[config.mk]
export PLATFORM = sky130hd
export DESIGN_NAME = regfile_wb_arbiter
export DESIGN_NICKNAME = d
export VERILOG_FILES = /design/src/rtl/regfile_wb_arbiter.sv
export SDC_FILE = /design/constraint.sdc
export NUM_CORES = 1
export LEC_CHECK = 0
export ABC_CLOCK_PERIOD_IN_PS = 4490
export CELL_PAD_IN_SITES_DETAIL_PLACEMENT = 0
export CELL_PAD_IN_SITES_GLOBAL_PLACEMENT = 1
export CORE_MARGIN = 3
export CORE_UTILIZATION = 25
export DETAILED_ROUTE_END_ITERATION = 16
export PLACE_DENSITY_LB_ADDON = 0.1
export SETUP_SLACK_MARGIN = 0.15
export SLEW_MARGIN = 20
export SYNTH_ARGS = -nofsm -noshare
export SYNTH_HDL_FRONTEND = slang
export SYNTH_SLANG_ARGS = --single-unit
[constraint.sdc]
create_clock -name clk -period 4.49 [get_ports clk]
set_input_delay 0.449 -clock clk [delete_from_list [all_inputs] [get_ports clk]]
set_output_delay 0.449 -clock clk [all_outputs]
set_load 0.03 [all_outputs]
[src/rtl/regfile_wb_arbiter.sv]
// -----------------------------------------------------------------------------
// regfile_wb_arbiter
//   Shares the single register-file write port between the ALU writeback path
//   and the load writeback path. Each source feeds a small FIFO. One head per
//   cycle is granted onto the write port. When both heads target the same
//   register, the older write goes first. Otherwise the two sources alternate
//   round-robin. Writes to x0 are consumed and dropped. The hazard output tells
//   decode that a source register still has a write in flight.
//
// Ports
//   clk, rst_n            rising-edge clock, asynchronous active-low reset
//   alu_valid/ready/rd/data  ALU writeback request channel
//   mem_valid/ready/rd/data  load writeback request channel
//   rd, write_data, reg_write  registered register-file write port
//   chk_rs1, chk_rs2      decode source indices to check
//   hazard                combinational pending-write indication
// -----------------------------------------------------------------------------
module regfile_wb_arbiter #(
    parameter int XLEN  = 64,
    parameter int AW    = 5,
    parameter int DEPTH = 2
) (
    input  logic            clk,
    input  logic            rst_n,
    input  logic            alu_valid,
    output logic            alu_ready,
    input  logic [AW-1:0]   alu_rd,
    input  logic [XLEN-1:0] alu_data,
    input  logic            mem_valid,
    output logic            mem_ready,
    input  logic [AW-1:0]   mem_rd,
    input  logic [XLEN-1:0] mem_data,
    output logic [AW-1:0]   rd,
    output logic [XLEN-1:0] write_data,
    output logic            reg_write,
    input  logic [AW-1:0]   chk_rs1,
    input  logic [AW-1:0]   chk_rs2,
    output logic            hazard
);

    localparam int NSRC = 2;                 // index 0 = ALU, 1 = load
    localparam int PW   = $clog2(DEPTH);
    localparam int CW   = PW + 1;
    // At most 2*DEPTH entries are outstanding, so this width keeps the
    // modular age comparison unambiguous.
    localparam int SW   = (DEPTH <= 2) ? 3 : $clog2(2 * DEPTH) + 2;

    // Queue storage, one FIFO per source
    logic [AW-1:0]   q_rd_r    [NSRC][DEPTH];
    logic [XLEN-1:0] q_data_r  [NSRC][DEPTH];
    logic [SW-1:0]   q_stamp_r [NSRC][DEPTH];
    logic            q_vld_r   [NSRC][DEPTH];
    logic [PW-1:0]   wr_ptr_r  [NSRC];
    logic [PW-1:0]   rd_ptr_r  [NSRC];
    logic [CW-1:0]   cnt_r     [NSRC];
    logic [SW-1:0]   stamp_r;
    logic            rr_r;                   // 0: ALU wins next tie, 1: load wins

    logic            in_valid_s [NSRC];
    logic [AW-1:0]   in_rd_s    [NSRC];
    logic [XLEN-1:0] in_data_s  [NSRC];
    logic            ready_s    [NSRC];
    logic [NSRC-1:0] push_s;
    logic [NSRC-1:0] pop_s;
    logic            nonempty_s [NSRC];
    logic [AW-1:0]   head_rd_s    [NSRC];
    logic [XLEN-1:0] head_data_s  [NSRC];
    logic [SW-1:0]   head_stamp_s [NSRC];
    logic [SW-1:0]   stamp_diff_s;
    logic            alu_older_s;
    logic            grant_vld_s;
    logic            grant_src_s;
    logic            rr_adv_s;
    logic            hit1_s;
    logic            hit2_s;

    assign in_valid_s[0] = alu_valid;
    assign in_valid_s[1] = mem_valid;
    assign in_rd_s[0]    = alu_rd;
    assign in_rd_s[1]    = mem_rd;
    assign in_data_s[0]  = alu_data;
    assign in_data_s[1]  = mem_data;
    assign alu_ready     = ready_s[0];
    assign mem_ready     = ready_s[1];

    // Per-source readiness, head view and accepted-push decode
    always_comb begin
        for (int s = 0; s < NSRC; s++) begin
            ready_s[s]      = (cnt_r[s] != CW'(DEPTH));
            nonempty_s[s]   = (cnt_r[s] != {CW{1'b0}});
            head_rd_s[s]    = q_rd_r[s][rd_ptr_r[s]];
            head_data_s[s]  = q_data_r[s][rd_ptr_r[s]];
            head_stamp_s[s] = q_stamp_r[s][rd_ptr_r[s]];
            // x0 requests are handshaken but never stored
            push_s[s]       = in_valid_s[s] & ready_s[s] & (in_rd_s[s] != {AW{1'b0}});
        end
    end

    // Modular age compare: negative difference means the ALU head is older;
    // equal stamps resolve to the load head.
    assign stamp_diff_s = head_stamp_s[0] - head_stamp_s[1];
    assign alu_older_s  = stamp_diff_s[SW-1];

    // Grant selection from the queue heads
    always_comb begin
        grant_vld_s = 1'b0;
        grant_src_s = 1'b0;
        rr_adv_s    = 1'b0;
        if (nonempty_s[0] && nonempty_s[1]) begin
            grant_vld_s = 1'b1;
            if (head_rd_s[0] == head_rd_s[1]) begin
                grant_src_s = ~alu_older_s;
                rr_adv_s    = 1'b0;
            end else begin
                grant_src_s = rr_r;
                rr_adv_s    = 1'b1;
            end
        end else if (nonempty_s[0]) begin
            grant_vld_s = 1'b1;
            grant_src_s = 1'b0;
        end else if (nonempty_s[1]) begin
            grant_vld_s = 1'b1;
            grant_src_s = 1'b1;
        end else begin
            grant_vld_s = 1'b0;
            grant_src_s = 1'b0;
        end
        pop_s[0] = grant_vld_s & ~grant_src_s;
        pop_s[1] = grant_vld_s &  grant_src_s;
    end

    // Pending-write check against queued entries and the write port
    always_comb begin
        hit1_s = reg_write & (rd == chk_rs1);
        hit2_s = reg_write & (rd == chk_rs2);
        for (int s = 0; s < NSRC; s++) begin
            for (int i = 0; i < DEPTH; i++) begin
                hit1_s = hit1_s | (q_vld_r[s][i] & (q_rd_r[s][i] == chk_rs1));
                hit2_s = hit2_s | (q_vld_r[s][i] & (q_rd_r[s][i] == chk_rs2));
            end
        end
        hazard = (hit1_s & (chk_rs1 != {AW{1'b0}})) | (hit2_s & (chk_rs2 != {AW{1'b0}}));
    end

    // Queue state: pointers, occupancy and entry storage
    always_ff @(posedge clk or negedge rst_n) begin
        if (!rst_n) begin
            for (int s = 0; s < NSRC; s++) begin
                wr_ptr_r[s] <= {PW{1'b0}};
                rd_ptr_r[s] <= {PW{1'b0}};
                cnt_r[s]    <= {CW{1'b0}};
                for (int i = 0; i < DEPTH; i++) begin
                    q_rd_r[s][i]    <= {AW{1'b0}};
                    q_data_r[s][i]  <= {XLEN{1'b0}};
                    q_stamp_r[s][i] <= {SW{1'b0}};
                    q_vld_r[s][i]   <= 1'b0;
                end
            end
        end else begin
            for (int s = 0; s < NSRC; s++) begin
                // Pop and push never touch the same slot: pop needs non-empty,
                // push needs not-full, and the pointers only meet at those limits.
                if (pop_s[s]) begin
                    q_vld_r[s][rd_ptr_r[s]] <= 1'b0;
                    rd_ptr_r[s]             <= rd_ptr_r[s] + PW'(1'b1);
                end
                if (push_s[s]) begin
                    q_rd_r[s][wr_ptr_r[s]]    <= in_rd_s[s];
                    q_data_r[s][wr_ptr_r[s]]  <= in_data_s[s];
                    q_stamp_r[s][wr_ptr_r[s]] <= stamp_r;
                    q_vld_r[s][wr_ptr_r[s]]   <= 1'b1;
                    wr_ptr_r[s]               <= wr_ptr_r[s] + PW'(1'b1);
                end
                cnt_r[s] <= cnt_r[s] + CW'(push_s[s]) - CW'(pop_s[s]);
            end
        end
    end

    // Arrival stamp and round-robin pointer
    always_ff @(posedge clk or negedge rst_n) begin
        if (!rst_n) begin
            stamp_r <= {SW{1'b0}};
            rr_r    <= 1'b0;
        end else begin
            if (|push_s) begin
                stamp_r <= stamp_r + SW'(1'b1);
            end
            if (rr_adv_s) begin
                rr_r <= ~rr_r;
            end
        end
    end

    // Registered register-file write port
    always_ff @(posedge clk or negedge rst_n) begin
        if (!rst_n) begin
            rd         <= {AW{1'b0}};
            write_data <= {XLEN{1'b0}};
            reg_write  <= 1'b0;
        end else begin
            reg_write <= grant_vld_s;
            if (grant_vld_s) begin
                rd         <= head_rd_s[grant_src_s];
                write_data <= head_data_s[grant_src_s];
            end
        end
    end

endmodule

After elaboration in Yosys (flattened, before gate mapping). Index checks and enable logic that the tools add are counted.

Add/subtract/negate cells: 10. Bitwise gates (word level): 41. $lt $le $gt $ge: 9. Reductions and logical operators: 12. Eq/ne operators: 13. Muxes and demuxes: 62.

Operator list (number): $mux 64 (11); $bwmux 128 (2); $demux 64 s1 (2); $eq 5x5->1 (11); $mux 5 (11); $mux 3 (8); $bwmux 10 (2); $reduce_bool 5->1 (4); $and 1x1->1 (18); $bwmux 6 (2); $mux 1 (12); $demux 5 s1 (2); $ge 2x2->1 const B (5); $not 1->2 (5); $or 1x1->1 (9); $lt 2x1->1 const B (4); $mux 2 (4); $demux 3 s1 (2); $logic_and 1x1->1 (5); $add 1x1->1 const B (4); $add 2x1->2 (2); $and 2x2->2 (2); $demux 1 s1 (4); $ne 2x2->1 const B (2); 8 further kinds (14).

Register bits: 374.

Depth between registers and ports, before layout.
Word-level depth: 13. Depth in mapped cells: 17.

Least setup slack after synthesis. Ideal clock, no wire load.

Path type: register -> register. From: register rd_ptr_r[1] (netlist name). To: register cnt_r[1] (netlist name). Cell stages (with the launch flop): 18. Arrival: 3916 ps. Slack: 494 ps. Buffers on the path: 5. Path through: dfrtp_1 -> buf_4 -> buf_1 -> buf_1 -> mux2_2 -> ha_1 -> a21boi_0 -> or3_1 -> and4bb_2 -> or2_1 -> clkbuf_1 -> buf_6 -> inv_2 -> ha_1 -> inv_1 -> ha_1 -> xnor2_1 -> xnor2_1.

Cells in the longest elaborated chain, start to end: 10. Elaborated cells between the ends (all ways): 14. Classes of those cells: add/sub (2); eq/ne (1); mux (8); bitwise (3).

RTL lines: start: declaration (RTL line 54) `logic [PW-1:0] rd_ptr_r [NSRC];`; start signal: indexed assignment (RTL line 150) `rd_ptr_r[s] <= {PW{1'b0}};`; start signal: indexed assignment (RTL line 165) `rd_ptr_r[s] <= rd_ptr_r[s] + PW'(1'b1);`; $not 1->2 (not written as such) * (RTL line 91, 93); $mux 3 (not written as such) (3 in a row) (RTL line 93) `head_stamp_s[s] = q_stamp_r[s][rd_ptr_r[s]];`; $sub 3x3->3 (RTL line 101) `assign stamp_diff_s = head_stamp_s[0] - head_stamp_s[1];`; $not 1->1 (RTL line 112) `grant_src_s = ~alu_older_s;`; $mux 1 * (RTL line 111) `if (head_rd_s[0] == head_rd_s[1]) begin`; $mux 1 * (RTL line 109) `if (nonempty_s[0] && nonempty_s[1]) begin`; $and 1x1->1 * (RTL line 129) `pop_s[1] = grant_vld_s & grant_src_s;`; $sub 2x1->2 * (RTL line 174) `cnt_r[s] <= cnt_r[s] + CW'(push_s[s]) - CW'(pop_s[s]);`; end signal: indexed assignment (RTL line 151) `cnt_r[s] <= {CW{1'b0}};`; end signal: indexed assignment (RTL line 174); end: declaration (RTL line 55) `logic [CW-1:0] cnt_r [NSRC];`.

Mark *: on every way between the ends. The rest lies on a longest branch, timed or not. The select of a mux whose other input is x is not followed. A chain may end at the register's enable or synchronous reset.

Final worst setup path.
From: register rd_ptr_r[0] (netlist name). To: register cnt_r[1] (netlist name).

Same word-level chain as after synthesis.

==> key figures <==
Route
  – DRT antenna net count: 0
  – Routed vias: around 12000
  – DR pass1 iterations: 4
  – Aggregate routed wire length: 54700 microns
  – DR iter-0 viols: 533
  – Drt wl/cell: between 20 and 25 microns
  – Via density: 4.61
  – Drt drc: 0

Floorplanning
  – Core area: around 67000 sq um
  – Die height: 267 microns
  – Top-Level Pins: between 200 and 250
  – Num rows: 94
  – Initial Util: 0.255
  – Die width: 267 microns
  – Die footprint: 71200 sq um

Timing
  – Final TNS setup: 0 ns
  – Worst Skew: 0.0218 ns
  – Max Fclk: 285 MHz
  – Tcrit/Tclk final: 0.780
  – Period minus WS final: 3.50 ns
  – Unrepaired setup endpoints after global routing: no
  – Max-slew violations: 0
  – Least-Margin Pin Slew: 1.07 ns
  – Final Hold Viols: 0
  – Setup-failing EPs final: 0
  – Slew headroom: 0.290

Place
  – GP Congestion: 0.753
  – HPWL Detailed: 34600 microns
  – I/O Buffers: 224

Synth
  – Post-synth ARST share: 1.00
  – Post-synth EDFFs: 0
  – Netlist cell types: 39
  – Synth Cell Area: 17000 sq um
  – Ys flop type: dfrtp_1
  – Warnings, synthesis: 0
  – Syn Area/Cell: 10.9 sq um
  – Seq/Total Area, Yosys: 0.550
  – Top cell type's share of synthesized area: 0.550
  – Dominant cell type by area after synthesis: dfrtp_1
  – Post-synthesis register bit count: 374
  – Syn nets: 1720
  – Synth area leaders: dfrtp_1, nand2_1, mux2_2, mux2i_1, o221ai_1
  – Post-Synthesis Cells: 1562

Global routing
  – Initial antenna violation count: 6
  – Vias in the first global route: 12900
  – Total grt overflow: 0
  – Global-route wire length before repair: 83800 microns
  – All-layer global routing usage: 0.154
  – Largest net degree at the start of global routing: 100

Worst setup path
  – Worst reg2reg path startpoint: rd_ptr_r[0]
  – Critical path endpoint category: flip-flop
  – Cell mode on critical path: ha_1
  – Critical path type: flip-flop to flip-flop
  – Reg2Reg Capture Point: cnt_r[1]
  – CP Max Fanout: 30
  – CP max-delay cell: dfrtp_4
  – Startpoint types: flip-flop
  – Req. time, crit path: about 5.0 ns
  – R2r setup slk: around 1 ns
  – R2R depth: 12
  – Max stage delay on crit path: ~0.80 ns
  – Sequence of cells on the critical path: mux2i_1, ha_1, a21boi_0, o21ai_0, and4bb_2, or2_4, inv_2, ha_1, inv_1, ha_1, xnor2_1, xnor2_1
  – CP arrival: 4.00 ns

Status
  – Outcome: finished, final reports clean

Min path
  – Hold depth: 3
  – Hold WC Path Type: primary input to flip-flop
  – Hold Path Origin: alu_data[59]
  – Min-Delay Endpoint: q_data_r[251]

CTS
  – Post-CTS Setup Inserts: 0
  – CTS Sinks: roughly 370
  – Post-CTS Resized: 0
  – Clk buf depth: 3
  – CTS tree: done
  – Clk pin slew, worst setup/hold paths: 0.06 ns
  – Skew-Pair Late Insertion Delay: 0.58 ns
  – Clock root buffer: clkbuf_16
  – TritonCTS Buffers: 47
  – CTS HTree Levels: 2

Power
  – Leak: 0.00992 uW
  – Final Power: between 15000 and 20000 uW
  – Worst vdd ir: 0.499 mV
  – Pwr Density: 864 nW/um^2

Final layout
  – Layout fillers: 6736
  – Register Area: 9370 sq um
  – Synthesis-to-layout area growth: 28.2%
  – Final nets: 1915
  – Multi-input logic area: 7200 sq um
  – Share of layout cells above drive strength 1: 0.147

Job
  – Max cap viols: 0
[stage by stage]
step / instances / hold WS, ns / utilization / setup slack, ns / instance area (sq um)
after floorplan: 1562 / 0.153 / - / 0.494 / 17000
after global placement: 2571 / 0.456 / 0.304 / 0.948 / 20200
after detailed placement: 2571 / 0.461 / 0.304 / 0.952 / 20200
after CTS: 2656 / 0.372 / 0.327 / 0.935 / 21800
after global routing: 2656 / 0.402 / 0.327 / 0.738 / 21800
final: 2657 / 0.422 / 0.327 / 0.986 / 21800
[critical path: cells and delay by family (launching register included)]
kind	cells	cell delay, ns
flip-flops	1	0.80
AND/OR/NAND/NOR	2	0.78
adder cells (fa/ha/maj)	3	0.74
AO/OA/AOI/OAI	2	0.34
XOR/XNOR	2	0.30
multiplexers	1	0.26
buffers and inverters	2	0.19
[area by class of cell]
type                    instances  area share
diodes                          1    0.000115
multi-input cells            1072       0.330
inverters                       9     0.00155
repair buffers                253       0.118
flip-flops and latches        374       0.430
clock inverters                11     0.00551
clock buffers                  73      0.0649
well taps                     864      0.0496
[worst max-delay path by stage]
stage / startpoint / to / depth (start not counted)
after floorplan: rd_ptr_r[1] / cnt_r[1] / 17
after global placement: rd_ptr_r[0] / cnt_r[1] / 12
after detailed placement: rd_ptr_r[0] / cnt_r[1] / 12
after CTS: rd_ptr_r[0] / cnt_r[1] / 12
after global routing: rd_ptr_r[0] / cnt_r[1] / 12
final: rd_ptr_r[0] / cnt_r[1] / 12
[where the power goes]
group | total (uW) | internal (uW) | switching (uW)
Clock | 3780 | 2270 | 1500
Combinational | 8640 | 3650 | 5000
Sequential | 6410 | 5160 | 1250
Total | 18800 | 11100 | 7750
[synthesized netlist by cell type (all sizes together), types with 3 or more instances]
cell    instances
mux2          147
mux2i         142
nor2            9
o221ai         64
o21ai           3
nand2         508
a221oi          5
xor2           35
clkbuf         72
inv             9
o22ai           3
a31oi           4
o211ai         67
xnor2          30
nand3          11
or4             4
a21oi           3
ha              6
nand2b          3
nor4            8
dfrtp         374
buf            35
or2             6
[per-layer routing]
| metal | wire (microns) | GRT usage | up-vias |
|---|---|---|---|
| met4 | 843 | 0.0341 | 10 |
| li1 | - | - | 5789 |
| met5 | 57 | 0 | - |
| met3 | 2170 | 0.0293 | 66 |
| met1 | 25800 | 0.210 | 6187 |
| met2 | 25800 | 0.256 | 200 |
[placed cells by master (no fill, tap or decap), types with 4 or more instances in the layout]
cell type	n
mux2_2	147
nand2_1	506
xnor2_1	30
o211ai_1	67
or4_1	4
nor2_1	6
a31oi_1	4
clkinv_2	7
o221ai_1	64
mux2i_1	142
or2_4	4
clkbuf_1	13
dfrtp_1	372
inv_1	8
ha_1	6
clkdlybuf4s50_1	223
buf_12	8
buf_4	19
clkbuf_8	12
xor2_1	35
clkbuf_16	48
nor4_1	8
a221oi_1	5
nand3_1	11
[repair_timing]
action / 4_1_cts / 5_1_grt
hold endpoints to repair: 94 / 0
hold buffers: 1 / 0
endpoints found under the setup margin: 0 / 0
[registers in the layout, summed over array words and instances (netlist names)]
signal      count
reg_write       1
cnt_r           4
wr_ptr_r        2
rr_r            1
q_stamp_r      12
rd              5
q_rd_r         20
q_vld_r         4
q_data_r      256
write_data     64
stamp_r         3
rd_ptr_r        2
[cells by family (layout without fill, tap and decap cells)]
| logic type | after synthesis | count (layout) | share of synthesized area |
|---|---|---|---|
| xor gates and xnor gates | 65 | 65 | 0.0335 |
| DFF | 374 | 374 | 0.550 |
| buffers and inverters | 116 | 346 | 0.0292 |
| adders and majority gates | 6 | 6 | 0.00442 |
| AOI/OAI and AO/OA | 155 | 155 | 0.0723 |
| other | 0 | 1 | 0 |
| muxes | 289 | 289 | 0.181 |
| and+or+nand+nor | 557 | 557 | 0.129 |
No activity file was read; power rests on OpenSTA's default activity.
